==> src/rtl/sdiv16x8_seq.sv <==
// Iterative signed divider: 16-bit dividend / 8-bit divisor, restoring radix-2 on magnitudes.
// Latency: done pulses 17 cycles after the accepting edge (1 cycle for a zero divisor with SDIV_FAST_ZERO_EN).
// Backpressure: start is accepted only while busy=0; starts during a division are ignored.
module sdiv16x8_seq #(
  parameter int DIVIDEND_W = 16,
  parameter int DIVISOR_W  = 8
) (
  input  logic                  clk,
  input  logic                  reset,
  output logic [DIVIDEND_W-1:0] quotient,
  output logic [DIVISOR_W-1:0]  remainder,
  output logic                  done,
  output logic                  busy,
  output logic                  div_by_zero,
  output logic                  overflow,
  input  logic                  start,
  input  logic [DIVIDEND_W-1:0] dividend,
  input  logic [DIVISOR_W-1:0]  divisor
);

  localparam int CNT_W = $clog2(DIVIDEND_W + 1);
  localparam logic [1:0] S_IDLE = 2'd0;
  localparam logic [1:0] S_ITER = 2'd1;
  localparam logic [1:0] S_FIX  = 2'd2;

  localparam logic [DIVIDEND_W-1:0] Q_MAX = {1'b0, {(DIVIDEND_W-1){1'b1}}};
  localparam logic [DIVIDEND_W-1:0] Q_MIN = {1'b1, {(DIVIDEND_W-1){1'b0}}};

  logic [1:0]            state;
  logic [CNT_W-1:0]      count;
  logic [DIVIDEND_W-1:0] mq;      // magnitude quotient; starts as |dividend| and shifts out
  logic [DIVISOR_W:0]    pr;      // partial remainder, one bit wider than the divisor
  logic [DIVISOR_W:0]    md;      // |divisor|, wide enough for the most negative divisor
  logic                  sign_q;
  logic                  sign_r;
  logic                  dz;
  logic                  ov;

  logic [DIVIDEND_W-1:0] abs_dvd;
  logic [DIVISOR_W:0]    abs_dvs;
  logic [DIVISOR_W+1:0]  shifted;
  logic [DIVISOR_W+1:0]  diff;
  logic                  take;
  logic [DIVIDEND_W-1:0] q_signed;
  logic [DIVISOR_W-1:0]  r_mag;
  logic [DIVISOR_W-1:0]  r_signed;
  logic                  accept;
  logic                  zero_skip;

  // Operand magnitudes, one restoring step, and sign application for the final result.
  always_comb begin
    abs_dvd   = dividend[DIVIDEND_W-1] ? -dividend : dividend;
    abs_dvs   = {1'b0, (divisor[DIVISOR_W-1] ? -divisor : divisor)};
    shifted   = {pr, mq[DIVIDEND_W-1]};
    diff      = shifted - {1'b0, md};
    take      = (shifted >= {1'b0, md});
    q_signed  = sign_q ? -mq : mq;
    r_mag     = pr[DIVISOR_W-1:0];
    r_signed  = sign_r ? -r_mag : r_mag;
    accept    = start && !busy;
`ifdef SDIV_FAST_ZERO_EN
    zero_skip = (abs_dvs == '0);
`else
    zero_skip = 1'b0;
`endif
  end

  // Control FSM, datapath iteration and result/status registers.
  always_ff @(posedge clk) begin
    if (reset) begin
      state       <= S_IDLE;
      count       <= '0;
      mq          <= '0;
      pr          <= '0;
      md          <= '0;
      sign_q      <= 1'b0;
      sign_r      <= 1'b0;
      dz          <= 1'b0;
      ov          <= 1'b0;
      quotient    <= '0;
      remainder   <= '0;
      done        <= 1'b0;
      busy        <= 1'b0;
      div_by_zero <= 1'b0;
      overflow    <= 1'b0;
    end else begin
      done <= 1'b0;
      case (state)
        S_ITER: begin
          pr    <= take ? diff[DIVISOR_W:0] : shifted[DIVISOR_W:0];
          mq    <= {mq[DIVIDEND_W-2:0], take};
          count <= count + 1'b1;
          if (count == CNT_W'(DIVIDEND_W - 1)) state <= S_FIX;
        end
        S_FIX: begin
          // Zero divisor saturates toward the dividend's sign; the -MIN/-1 case wraps naturally.
          if (dz) begin
            quotient  <= sign_r ? Q_MIN : Q_MAX;
            remainder <= '0;
          end else begin
            quotient  <= q_signed;
            remainder <= r_signed;
          end
          div_by_zero <= dz;
          overflow    <= ov;
          done        <= 1'b1;
          busy        <= 1'b0;
          state       <= S_IDLE;
        end
        default: begin
          state <= S_IDLE;
        end
      endcase
      // Accept may coincide with the done cycle since busy is already low then.
      if (accept) begin
        sign_q <= dividend[DIVIDEND_W-1] ^ divisor[DIVISOR_W-1];
        sign_r <= dividend[DIVIDEND_W-1];
        mq     <= abs_dvd;
        md     <= abs_dvs;
        pr     <= '0;
        count  <= '0;
        dz     <= (abs_dvs == '0);
        ov     <= (dividend == Q_MIN) && (divisor == '1);
        busy   <= 1'b1;
        state  <= zero_skip ? S_FIX : S_ITER;
      end
    end
  end

endmodule

==> config.mk <==
export PLATFORM = sky130hd
export DESIGN_NAME = sdiv16x8_seq
export DESIGN_NICKNAME = d
export VERILOG_FILES = /design/src/rtl/sdiv16x8_seq.sv
export SDC_FILE = /design/constraint.sdc
export NUM_CORES = 1
export LEC_CHECK = 0
export CAP_MARGIN = 0
export CELL_PAD_IN_SITES_DETAIL_PLACEMENT = 0
export CELL_PAD_IN_SITES_GLOBAL_PLACEMENT = 1
export CORE_ASPECT_RATIO = 0.5
export CORE_MARGIN = 2
export CORE_UTILIZATION = 41
export DETAILED_ROUTE_END_ITERATION = 7
export PLACE_DENSITY_LB_ADDON = 0.1
export SETUP_SLACK_MARGIN = 0.4
export SYNTH_ARGS = -nofsm -noshare
export SYNTH_HDL_FRONTEND = slang
export SYNTH_SLANG_ARGS = --single-unit
==> constraint.sdc <==
create_clock -name clk -period 3.44 [get_ports clk]
set_input_delay 1.032 -clock clk [delete_from_list [all_inputs] [get_ports clk]]
set_output_delay 1.032 -clock clk [all_outputs]
set_load 0.01 [all_outputs]
; ---- Yosys cells after proc, flatten, opt, wreduce, memory -nomap -nowiden
; Cells that the tools add are included.
[word_totals]
ram_bits = 0
mem_count = 0
out_inout_bits = 28
reg_bits = 72
romBits = 0
latch_bits = 0
inputBits = 27
elab_cells = 55
[classes]
multipliers = 0
eq_ne = 6
addsub = 6
shift = 0
bitwise_logic = 2
mux = 16
order_cmp = 1
div_mod_pow = 0
reduce_logical = 8
[op_table]
columns = cell, n
row1 = two-way mux 16 bit, 6
row2 = negator 16 bit, 2
row3 = two-way mux 8 bit, 3
row4 = "== test 16 bit, second input constant", 1
row5 = negator 8 bit, 2
row6 = >= comparator 10 x 8 -> 1 bit, 1
row7 = zero test 9 bit, 1
row8 = two-way mux 9 bit, 1
row9 = subtractor 9 x 8 -> 9 bit, 1
row10 = "== test 8 bit, second input constant", 1
row11 = two-way mux 1 bit, 6
row12 = "adder 5 x 1 -> 5 bit, second input constant", 1
row13 = "== test 5 x 4 -> 1 bit, second input constant", 1
row14 = nonzero test 2 bit, 2
row15 = "!= test 3 bit, second input constant", 1
row16 = OR reduction 3 bit, 1
row17 = "== test 2 x 1 -> 1 bit, second input constant", 1
row18 = "== test 2 bit, second input constant", 1
row19 = logical AND 1 bit, 2
row20 = OR reduction 2 bit, 1
row21 = zero test 1 bit, 1
row22 = inverter 1 bit, 1
row23 = bitwise XOR 1 bit, 1

; ---- Logic depth before layout (Yosys ltp)
; Gate-level depths: netlist (run 1).
[logic_depth]
ltp_word = 4
depth_mapped = 11
ltp_nobuf = 10

; ---- Least setup slack after synthesis (run 1)
; Ideal clock, no wire load.
[synth_path]
path_type = input -> register
startpoint = input dividend[6]
endpoint = register mq[13]
setup_slack_ps = 626
arrival_time_ps = 2724
n_path_buf = 0
stages = 6
setup_ps = 91
cell_sequence = or4_4 or4b_4 o41ai_2 xnor2_1 nor2_1 a311oi_1
[synth_via]
elab_chain_len = 3
[synth_lines]
columns = element, line
row1 = "start, declared", 17  ; input logic [DIVIDEND_W-1:0] dividend,
row2 = negator 16 bit, 52  ; abs_dvd = dividend[DIVIDEND_W-1] ? -dividend : dividend;
row3 = two-way mux 16 bit, 52
row4 = two-way mux 16 bit, 115  ; if (accept) begin
row5 = "end signal, assigned", 91  ; mq <= {mq[DIVIDEND_W-2:0], take};
row6 = "end signal, assigned", 118  ; mq <= abs_dvd;
row7 = "end, declared", 31  ; logic [DIVIDEND_W-1:0] mq;
; No other way between the ends.
; A chain may end at the register's enable or synchronous reset.

; ---- Worst setup path after layout (run 1)
[layout_path]
startpoint = input dividend[6]
endpoint = register mq[12]
; The elaborated chain is that of the path after synthesis.

==> results of run 1 <==
-- worst max path at each step --
stage | slack (ns) | cells after the start | to | start
2_1_floorplan | 0.63 | 6 | mq[13]$_SDFFE_PP0P_ | dividend[6]
3_3_place_gp | 0.09 | 7 | mq[13]$_SDFFE_PP0P_ | dividend[6]
3_5_place_dp | 0.08 | 7 | mq[13]$_SDFFE_PP0P_ | dividend[6]
4_1_cts | 0.44 | 7 | mq[13]$_SDFFE_PP0P_ | dividend[6]
5_1_grt | 0.42 | 7 | mq[12]$_SDFFE_PP0P_ | dividend[6]
6_report | 0.48 | 7 | mq[12]$_SDFFE_PP0P_ | dividend[6]
-- power by group --
group / internal, W / switching [W] / leakage, nW
sequential: 0.000874 / 0.0000560 / 0.587
clock: 0.000634 / 0.000369 / 0.148
combinational: 0.000236 / 0.000286 / 1.13
total: 0.00174 / 0.000711 / 1.87
-- worst max-delay path, cell delays in order --
cell and delay [ns]:
sky130_fd_sc_hd__clkdlybuf4s50_1 0.43, sky130_fd_sc_hd__or4_4 0.45, sky130_fd_sc_hd__or4b_4 0.59, sky130_fd_sc_hd__or2_4 0.30
sky130_fd_sc_hd__o21ai_2 0.15, sky130_fd_sc_hd__xor2_1 0.15, sky130_fd_sc_hd__o22ai_1 0.09
-- through the flow --
step	setup WS (ns)	util (%)
final	0.478	52.8
after global routing	0.419	52.8
after CTS	0.437	52.7
after detailed placement	0.0829	49.3
after global placement	0.0920	49.3
after floorplan	0.626	-
-- placed cells by master (no fill, tap or decap), drive strengths merged, types with 10 or more instances in the layout --
master / count
a211oi: 12
a21oi: 34
buf: 12
clkdlybuf4s50: 50
dfxtp: 72
ha: 15
inv: 20
nand2: 71
nor2: 63
o21ai: 34
o31ai: 10
or3: 10
xnor2: 33
xor2: 15
-- repair_timing --
item                                    in CTS  in global routing
endpoints found under the setup margin       0                  3
gates resized for setup                      0                  3
setup buffers                                0                  1
-- flip-flops by register name (all words and copies together), names as in the netlist, 2 cells and up --
signal and flops:
mq 16, remainder 8, state 2, md 8
quotient 16, pr 9, count 5
-- logic make-up (layout without fill, tap and decap cells) --
family          after synthesis  in the layout
fa+ha+maj                    16             16
simple gates                185            185
buf+inv                      52            101
xor+xnor                     48             48
mux                           8              8
compound gates              137            137
flops                        72             72
-- routing by layer --
layer | vias to the layer above | GRT usage (%) | wire [um]
met2 | 51 | 30.4 | 4350
met1 | 1727 | 26.9 | 5110
li1 | 1903 | - | -
met4 | 0 | 5.23 | 115
met3 | 13 | 4.91 | 414
met5 | - | 0 | 0
-- final cells by class --
type / count / area share (%)
well taps: 135 / 3.33
clock inverters: 7 / 1.90
multi-input cells: 394 / 48.1
clock buffers: 9 / 4.44
inverters: 20 / 1.48
repair buffers: 65 / 12.3
flip-flops and latches: 72 / 28.4
==> metrics.txt, run 1 <==
# TYPE chip_impl_metric gauge
chip_impl_metric{name="multiInputGateArea",unit="sq um"} 2440
chip_impl_metric{name="placement_rows",unit=""} 25
chip_impl_metric{name="die_height",unit="um"} 74.8
chip_impl_metric{name="asyncSetResetFlopFracSynth",unit="%"} 0
chip_impl_metric{name="worst_path_fanout_max",unit=""} 5
chip_impl_metric{name="wl_per_cell",unit="um"} 14.2
chip_impl_metric{name="drtAntennaViolNets",unit=""} 0
chip_impl_metric{name="final-hold-violation-count",unit=""} 0
chip_impl_info{name="holdCritPathClass",value="register to register"} 1
chip_impl_info{name="synth_most_common_cell",value="sky130_fd_sc_hd__dfxtp_1"} 1
chip_impl_info{name="hold-path-endpoint",value="quotient[1]$_SDFFE_PP0P_"} 1
chip_impl_metric{name="place_area",unit="sq um"} 4740
chip_impl_metric{name="whs_path_depth",unit=""} 2
chip_impl_metric{name="timing.slew.headroom",unit="%"} 40.9
chip_impl_metric{name="flow.area_growth_from_synthesis",unit="%"} 23.4
chip_impl_metric{name="die_width",unit="um"} 146
chip_impl_metric{name="slew_of_the_pin_with_the_lowest_slew_margin",unit="ns"} 0.885
chip_impl_metric{name="timing.reg2reg.worst_path_depth",unit=""} 6
chip_impl_metric{name="dpl.hpwl",unit="mm"} 7.30
chip_impl_metric{name="core_area",unit="sq um"} 9600
chip_impl_info{name="critical_path.reg2reg.endpoint",value="quotient[15]$_SDFFE_PP0P_"} 1
chip_impl_info{name="synth_top_family_by_area",value="compound AO/OA/AOI/OAI gates"} 1
chip_impl_info{name="timing.rr.start",value="mq[3]$_SDFFE_PP0P_"} 1
chip_impl_metric{name="cts_hold_buf",unit=""} 0
chip_impl_metric{name="groute.usage.overall",unit="%"} 19.3
chip_impl_metric{name="power.ir.vdd_worst",unit="mV"} 0.237
chip_impl_metric{name="fin_hold_ws",unit="ns"} 0.454
chip_impl_info{name="rsz0062_at_grt",value="no"} 1
chip_impl_metric{name="i_o_pins",unit=""} 55
chip_impl_metric{name="yosys.cell_types.count",unit=""} 49
chip_impl_metric{name="timing.clock.skew",unit="ns"} 0.00467
chip_impl_metric{name="finalWirelength",unit="mm"} 9.99
chip_impl_info{name="run_status",value="completed"} 1
chip_impl_metric{name="finalCriticalPeriod",unit="ns"} 2.96
chip_impl_metric{name="synth_area",unit="sq um"} 4110
chip_impl_metric{name="critical_path_required",unit="ns"} 3.66
chip_impl_metric{name="synth-warning-count",unit=""} 0
chip_impl_metric{name="synth-simple-area-share",unit="%"} 20.5
chip_impl_metric{name="tritoncts_buffer_count",unit=""} 9
chip_impl_metric{name="detailedRoute.firstIterationViolations",unit=""} 217
chip_impl_metric{name="power.static_leakage",unit="nW"} 1.87
chip_impl_metric{name="design_power_total",unit="W"} 0.00246
chip_impl_metric{name="post-place-cells",unit=""} 685
chip_impl_metric{name="arithmetic_cell_share_of_the_synthesized_area_counting_full_adders_half_adders_and_majority_gates",unit="%"} 5.05
chip_impl_metric{name="clk-insertion-delay-late",unit="ns"} 0.34
chip_impl_info{name="setup.worst_path.end_class",value="register"} 1
chip_impl_metric{name="slew_violations",unit=""} 0
chip_impl_metric{name="initial_utilization",unit="%"} 42.8
chip_impl_metric{name="grt-ovfl-total",unit=""} 0
chip_impl_metric{name="grt_antenna_before_repair",unit=""} 0
chip_impl_metric{name="ys_seq_elements",unit=""} 72
chip_impl_metric{name="drc_errors",unit=""} 0
chip_impl_metric{name="num_antenna_cells",unit=""} 0
chip_impl_metric{name="synth_edf_count",unit=""} 0
chip_impl_info{name="synth_top_cells_by_count",value="72 x sky130_fd_sc_hd__dfxtp_1, 71 x sky130_fd_sc_hd__nand2_1, 63 x sky130_fd_sc_hd__nor2_1, 34 x sky130_fd_sc_hd__a21oi_1, 33 x sky130_fd_sc_hd__xnor2_1"} 1
chip_impl_info{name="synth_flop_cell",value="sky130_fd_sc_hd__dfxtp_1"} 1
chip_impl_metric{name="layout-drive-gt1-share",unit="%"} 7.23
chip_impl_metric{name="pin_count_of_the_biggest_net_entering_global_routing",unit=""} 31
chip_impl_metric{name="final_cell_count_no_fill",unit=""} 702
chip_impl_metric{name="synth_fp_nets",unit=""} 561
chip_impl_metric{name="fmaxAchievable",unit="GHz"} 0.338
chip_impl_info{name="timing.setup.critical_path_class",value="input port to register"} 1
chip_impl_metric{name="gpl.final_weighted_congestion",unit=""} 0.811
chip_impl_metric{name="fin_nets",unit=""} 605
chip_impl_metric{name="report.final.setup_viol",unit=""} 0
chip_impl_metric{name="first_global_vias",unit=""} 3414
chip_impl_metric{name="power_density",unit="nW/um^2"} 484
chip_impl_metric{name="detail_route.vias_per_cell",unit=""} 5.26
chip_impl_metric{name="clk_pin_slew",unit="ns"} 0.06
chip_impl_metric{name="fill_cells",unit=""} 992
chip_impl_metric{name="die_area",unit="sq um"} 10900
chip_impl_metric{name="worst_ep_arrival_time",unit="ns"} 3.18
chip_impl_metric{name="synth_xor_area_share",unit="%"} 10.2
chip_impl_metric{name="synthMuxAreaShare",unit="%"} 1.95
chip_impl_metric{name="max-clock-path-buffers",unit=""} 2
chip_impl_metric{name="seq_area_frac_synth",unit="%"} 35.1
chip_impl_metric{name="total_of_max_cap_violations",unit=""} 0
chip_impl_metric{name="seqCellArea",unit="sq um"} 1440
chip_impl_metric{name="reg_to_reg_setup_timing_slack",unit="ns"} 0.97
chip_impl_metric{name="max_h_tree_level",unit=""} 3
chip_impl_metric{name="dr_total_vias",unit=""} 3694
chip_impl_metric{name="detailed_router_iteration_count_before_antenna_repair",unit=""} 5
chip_impl_metric{name="post_synthesis_compound_gate_area_fraction",unit="%"} 21.6
chip_impl_metric{name="synthesis.instances",unit=""} 518
chip_impl_info{name="cts_root_buf",value="sky130_fd_sc_hd__clkbuf_16"} 1
chip_impl_metric{name="wire_length_of_the_first_global_routing_pass",unit="mm"} 16.8
chip_impl_info{name="hold_path.startpoint",value="quotient[1]$_SDFFE_PP0P_"} 1
chip_impl_info{name="critPathLaunchType",value="input port"} 1
chip_impl_info{name="tritoncts_clock_tree",value="yes"} 1
chip_impl_metric{name="fin_area",unit="sq um"} 5070
chip_impl_info{name="ys_top_cells_by_area",value="sky130_fd_sc_hd__dfxtp_1 35%, sky130_fd_sc_hd__xnor2_1 7.0%, sky130_fd_sc_hd__nand2_1 6.5%"} 1
chip_impl_metric{name="setup_tns",unit="ns"} 0
chip_impl_metric{name="postSynthAreaPerCell",unit="sq um"} 7.93
chip_impl_metric{name="cts.sink_count",unit=""} 72
chip_impl_metric{name="placement.io_buffers",unit=""} 54
chip_impl_info{name="synth_largest_area_cell",value="sky130_fd_sc_hd__dfxtp_1"} 1
chip_impl_metric{name="yosysTopAreaCellShare",unit="%"} 35.1
chip_impl_metric{name="post-route-period-util",unit="%"} 86.1
(Power assumes the default switching activity.)
==> inputs of run 2 (changes only) <==
Settings changed: SETUP_SLACK_MARGIN 0.4 to not set.
==> run 2 against run 1 <==
Die area did not move. Sequential power about the same. Utilization decreased by 0.16 points. Critical path depth unchanged. Critical path type unchanged.
==> metrics.txt, run 2 (synthesis results as in run 1) <==
# TYPE chip_impl_metric gauge
chip_impl_metric{name="dpl.hpwl",unit="mm"} 7.30
chip_impl_info{name="setup.worst_path.end_class",value="register"} 1
chip_impl_metric{name="slew_of_the_pin_with_the_lowest_slew_margin",unit="ns"} 0.885
chip_impl_metric{name="tritoncts_buffer_count",unit=""} 9
chip_impl_metric{name="wire_length_of_the_first_global_routing_pass",unit="mm"} 16.8
chip_impl_metric{name="fill_cells",unit=""} 993
chip_impl_metric{name="groute.usage.overall",unit="%"} 19.3
chip_impl_metric{name="wl_met2",unit="mm"} 4.27
chip_impl_metric{name="worst_path_fanout_max",unit=""} 5
chip_impl_metric{name="clk_pin_slew",unit="ns"} 0.06
chip_impl_metric{name="design_power_total",unit="W"} 0.00245
chip_impl_metric{name="final_cell_count_no_fill",unit=""} 701
chip_impl_metric{name="setup_tns",unit="ns"} 0
chip_impl_metric{name="finalWirelength",unit="mm"} 9.93
chip_impl_metric{name="fin_hold_ws",unit="ns"} 0.454
chip_impl_info{name="critPathLaunchType",value="input port"} 1
chip_impl_metric{name="core_area",unit="sq um"} 9600
chip_impl_metric{name="layout-drive-gt1-share",unit="%"} 7.07
chip_impl_metric{name="grt_antenna_before_repair",unit=""} 0
chip_impl_metric{name="detailed_router_iteration_count_before_antenna_repair",unit=""} 4
chip_impl_info{name="timing.setup.critical_path_class",value="input port to register"} 1
chip_impl_metric{name="finalCriticalPeriod",unit="ns"} 3.02
chip_impl_metric{name="worst_ep_arrival_time",unit="ns"} 3.27
chip_impl_info{name="cts_root_buf",value="sky130_fd_sc_hd__clkbuf_16"} 1
chip_impl_metric{name="die_width",unit="um"} 146
chip_impl_metric{name="post-place-cells",unit=""} 685
chip_impl_metric{name="timing.clock.skew",unit="ns"} 0.00447
chip_impl_metric{name="dr_total_vias",unit=""} 3687
chip_impl_metric{name="cts.sink_count",unit=""} 72
chip_impl_metric{name="num_antenna_cells",unit=""} 0
chip_impl_metric{name="route.layer.met1.wl",unit="mm"} 5.19
chip_impl_info{name="path_cells",value="clkdlybuf4s50_1 -> or4_4 -> or4b_4 -> o41ai_2 -> xnor2_1 -> nor2_1 -> a311oi_1"} 1
chip_impl_metric{name="cts_setup_buffers",unit=""} 0
chip_impl_metric{name="i_o_pins",unit=""} 55
chip_impl_metric{name="initial_utilization",unit="%"} 42.8
chip_impl_metric{name="gpl.final_weighted_congestion",unit=""} 0.811
chip_impl_metric{name="slew_violations",unit=""} 0
chip_impl_info{name="layout_commonest_cell",value="sky130_fd_sc_hd__dfxtp_1"} 1
chip_impl_info{name="final_cell_mix",value="72 x sky130_fd_sc_hd__dfxtp_1, 71 x sky130_fd_sc_hd__nand2_1, 63 x sky130_fd_sc_hd__nor2_1"} 1
chip_impl_metric{name="placement.io_buffers",unit=""} 54
chip_impl_metric{name="power.static_leakage",unit="nW"} 1.83
chip_impl_metric{name="total_of_max_cap_violations",unit=""} 0
chip_impl_metric{name="critical_path_required",unit="ns"} 3.69
chip_impl_metric{name="pin_count_of_the_biggest_net_entering_global_routing",unit=""} 31
chip_impl_metric{name="power_density",unit="nW/um^2"} 485
chip_impl_metric{name="post-route-period-util",unit="%"} 87.7
chip_impl_info{name="rsz0062_at_grt",value="no"} 1
chip_impl_info{name="run_status",value="completed"} 1
chip_impl_metric{name="max-clock-path-buffers",unit=""} 2
chip_impl_metric{name="die_area",unit="sq um"} 10900
chip_impl_info{name="cpMaxStageDelayCell",value="sky130_fd_sc_hd__or4_4"} 1
chip_impl_metric{name="finish.utilization",unit="%"} 52.7
chip_impl_metric{name="drtAntennaViolNets",unit=""} 0
chip_impl_info{name="top_layer_used",value="met4"} 1
chip_impl_metric{name="die_height",unit="um"} 74.8
chip_impl_metric{name="power.ir.vdd_worst",unit="mV"} 0.237
chip_impl_metric{name="fmaxAchievable",unit="GHz"} 0.332
chip_impl_metric{name="detailedRoute.firstIterationViolations",unit=""} 209
chip_impl_info{name="top_regs",value="mq x16, quotient x16, pr x9"} 1
chip_impl_metric{name="flow.area_growth_from_synthesis",unit="%"} 23.0
chip_impl_metric{name="critical_path.max_stage_delay",unit="ns"} 0.58
chip_impl_metric{name="detail_route.vias_per_cell",unit=""} 5.26
chip_impl_metric{name="max_h_tree_level",unit=""} 3
chip_impl_metric{name="report.final.setup_viol",unit=""} 0
chip_impl_metric{name="final-hold-violation-count",unit=""} 0
chip_impl_metric{name="first_global_vias",unit=""} 3414
chip_impl_metric{name="clk-insertion-delay-late",unit="ns"} 0.34
chip_impl_metric{name="cts_repair_resize_count",unit=""} 0
chip_impl_metric{name="drc_errors",unit=""} 0
chip_impl_info{name="holdCritPathClass",value="register to register"} 1
chip_impl_metric{name="wl_per_cell",unit="um"} 14.2
chip_impl_metric{name="fin_nets",unit=""} 604
chip_impl_metric{name="placement_rows",unit=""} 25
chip_impl_metric{name="timing.slew.headroom",unit="%"} 40.9
chip_impl_info{name="tritoncts_clock_tree",value="yes"} 1
chip_impl_metric{name="detail_route_met3_wl",unit="um"} 354
chip_impl_metric{name="grt-ovfl-total",unit=""} 0
chip_impl_metric{name="cts_hold_buf",unit=""} 0
==> run 2: final cells by class <==
class	instances	area, sq um	share of cell area (%)
clock buffers	9	225	4.45
clock inverters	7	96.3	1.90
flip-flops and latches	72	1440	28.5
repair buffers	64	611	12.1
inverters	20	75.1	1.48
well taps	135	169	3.34
multi-input cells	394	2440	48.2
==> run 2: final timing paths <==
kind / start / end / slack (ns) / cells after the start
min reg2reg: quotient[1]$_SDFFE_PP0P_ / quotient[1]$_SDFFE_PP0P_ / 0.45 / 2
max: dividend[6] / mq[13]$_SDFFE_PP0P_ / 0.42 / 7
min: quotient[1]$_SDFFE_PP0P_ / quotient[1]$_SDFFE_PP0P_ / 0.45 / 2
max reg2reg: mq[3]$_SDFFE_PP0P_ / quotient[15]$_SDFFE_PP0P_ / 0.96 / 6
==> run 2: through the flow <==
step | area [sq um] | setup WS (ns)
2_1_floorplan | 4110 | 0.626
4_1_cts | 5060 | 0.437
3_5_place_dp | 4740 | 0.0829
6_report | 5060 | 0.424
5_1_grt | 5060 | 0.355
3_3_place_gp | 4740 | 0.0920
==> run 2: power breakdown <==
| part | internal [W] | switching [W] |
|---|---|---|
| registers | 0.000874 | 0.0000559 |
| clock network | 0.000634 | 0.000367 |
| logic | 0.000237 | 0.000287 |
==> run 2: critical path: cells and delay by family <==
| family | cells | cell delay [ns] |
|---|---|---|
| xor+xnor | 1 | 0.15 |
| simple gates | 3 | 1.17 |
| buf+inv | 1 | 0.43 |
| compound gates | 2 | 0.47 |
==> run 2: routing by layer <==
metal  track usage (%)  vias up
met3              4.91       13
met4              5.23        0
met2              30.4       48
li1                  -     1903
met1              26.9     1723
met5                 0        -
==> inputs of run 3 (changes only) <==
Settings changed: ABC_CLOCK_PERIOD_IN_PS set to 3440.
==> results of run 3 <==
Final layout, timing and power as in run 2 (identical DEF).
==> RTL edit, RTL diff (settings of run 1) <==
The option `SDIV_FAST_ZERO_EN` is turned on by a define.
--- a/src/rtl/sdiv16x8_seq.sv
+++ b/src/rtl/sdiv16x8_seq.sv
@@ -1,6 +1,8 @@
 // Iterative signed divider: 16-bit dividend / 8-bit divisor, restoring radix-2 on magnitudes.
 // Latency: done pulses 17 cycles after the accepting edge (1 cycle for a zero divisor with SDIV_FAST_ZERO_EN).
 // Backpressure: start is accepted only while busy=0; starts during a division are ignored.
+`define SDIV_FAST_ZERO_EN
+
 module sdiv16x8_seq #(
   parameter int DIVIDEND_W = 16,
   parameter int DIVISOR_W  = 8
Check against the original RTL: not equivalent (a bounded check fails within 4 cycles, from zero or initial values and one cycle with reset high).
==> RTL edit against run 1 <==
  * Largest power group is now sequential cells
  * Clock power is 9% lower
  * Sequential share of layout area is 0.42 points lower
  * Synthesized area is 1.5% higher
  * Power is 6.0% lower
  * Clock skew is 3.4 ps higher
  * Worst setup slack better by 150 ps
  * Sequential power is 0.6% lower
  * Routed wire length is 11% higher
  * First-iteration DRC count is 24% higher
  * Synthesized cell count stayed put
  * Register-to-register slack better by 190 ps
  * Final area is 1.5% higher
  * Sequential cell count stayed put
  * Fmax is 5.4% higher
==> RTL edit: results (changes against run 1) <==
stage,metric,value,unit,change
drt,via_count,3860,,+4.5%
pwr,seqPwrFrac,40.0,%,+2.1 points
pwr,vdd.ir_drop.worst,0.000243,V,+2.6%
cells_and_area,nets,608,,+0.50%
global_routing,grt_pass1_vias,3452,,+1.1%
place,post_dp_cell_area,4860,µm²,+2.6%
setup_path,cp-startpoint,dividend[10],,
global_routing,antenna_found_initial,0,,unchanged
logic_synthesis,synthAdderAreaFrac,4.98,%,-0.074 points
worst_hold_path,hold_start,remainder[6]$_SDFFE_PP0P_,,
drt,via_per_inst,5.48,,+4.0%
drt,drtIter0Drc,268,,+24%
pwr,intPower,1.64,mW,-6.1%
global_routing,grt_max_degree,28,,-9.7%
pwr,p_leak,1.92,nW,+2.8%
global_routing,grt_usage,20.8,%,+1.5 points
pwr,power_per_cell_area,448,nW/µm²,-7.3%
worst_hold_path,whs_endpoint,remainder[6]$_SDFFE_PP0P_,,
logic_synthesis,ys_seq_area_share,34.6,%,-0.52 points
timing,worst_pin_slew,1120,ps,+231 ps
setup_path,r2r_cells,10,,+4
pwr,power.clock.total,914,µW,-9%
logic_synthesis,synth-xor-area-share,8.82,%,-1.4 points
setup_path,timing.critical_path.to,ov$_SDFFE_PP0P_,,
drt,drt-total-wl,11000,µm,+11%
cells_and_area,layout-drive-gt1-share,6.67,%,-0.56 points
logic_synthesis,yosys-mux-area-fraction,2.67,%,+0.72 points
drt,firstDrtPassIters,4,,-1
setup_path,r2r_start,mq[15]$_SDFFE_PP0P_,,
place,numPlacedInstances,689,,+0.58%
place,routabilityCongestion,0.818,,+0.83%
logic_synthesis,ys_types,59,,+20%
logic_synthesis,synth-compound-area-share,21.2,%,-0.35 points
timing,finClkSkew,8.06,ps,+3.39 ps
global_routing,grt_pass1_wl,18000,µm,+7.2%
outcome,status,finished clean,,
logic_synthesis,avgSynthCellArea,8.05,µm²,+1.5%
logic_synthesis,synth_area_leaders,"dfxtp_1 35%, xor2_1 6.1%, nand2_1 5.8%",,
==> RTL edit: changes by cell type in the layout (fill, tap and decap cells not counted), sizes merged, moves of 7 or more <==
| cell | run 1 | this run |
|---|---|---|
| nand2 | 71 | 64 |
| nand3 | 5 | 13 |
| nor2 | 63 | 43 |
| o21ai | 34 | 23 |
| or4 | 2 | 10 |
| xnor2 | 33 | 13 |
| xor2 | 15 | 29 |
==> RTL edit: final cells by class <==
cell class	count	area share [%]
multi-input cells	393	49.0
flip-flops and latches	72	28.0
repair buffers	68	12.5
clock buffers	10	4.45
well taps	135	3.28
inverters	21	1.53
clock inverters	6	1.17
==> RTL edit: critical path, stage by stage <==
cell	delay, ps
clkdlybuf4s50_1	490
nor4_1	310
buf_4	180
or4b_1	450
or4_1	490
o21ai_1	130
==> RTL edit: routing by layer <==
metal / vias to the layer above / global-route usage, % / part of all wire [%] / wire length (µm)
li1: 1959 / - / - / -
met1: 1819 / 30.0 / 51 / 5680
met2: 67 / 31.1 / 43 / 4800
met3: 15 / 5.03 / 4.0 / 443
met4: 0 / 6.26 / 1.1 / 122
met5: - / 0 / 0 / 0
==> RTL edit: stage by stage <==
step           setup WS [ps]  power, mW  hold WS (ps)
2_1_floorplan            973       1.26           425
3_3_place_gp             344       1.41           441
3_5_place_dp             316       1.41           444
4_1_cts                  661       2.33           455
5_1_grt                  564       2.44           474
6_report                 631       2.31           449
==> RTL edit: cells by family (layout without fill, tap and decap cells) <==
logic type / after synthesis / after routing
adders and majority gates: 16 / 16
muxes: 11 / 11
AOI/OAI and AO/OA: 134 / 134
buffers and inverters: 53 / 105
xor gates and xnor gates: 42 / 42
and+or+nand+nor: 190 / 190
DFF: 72 / 72
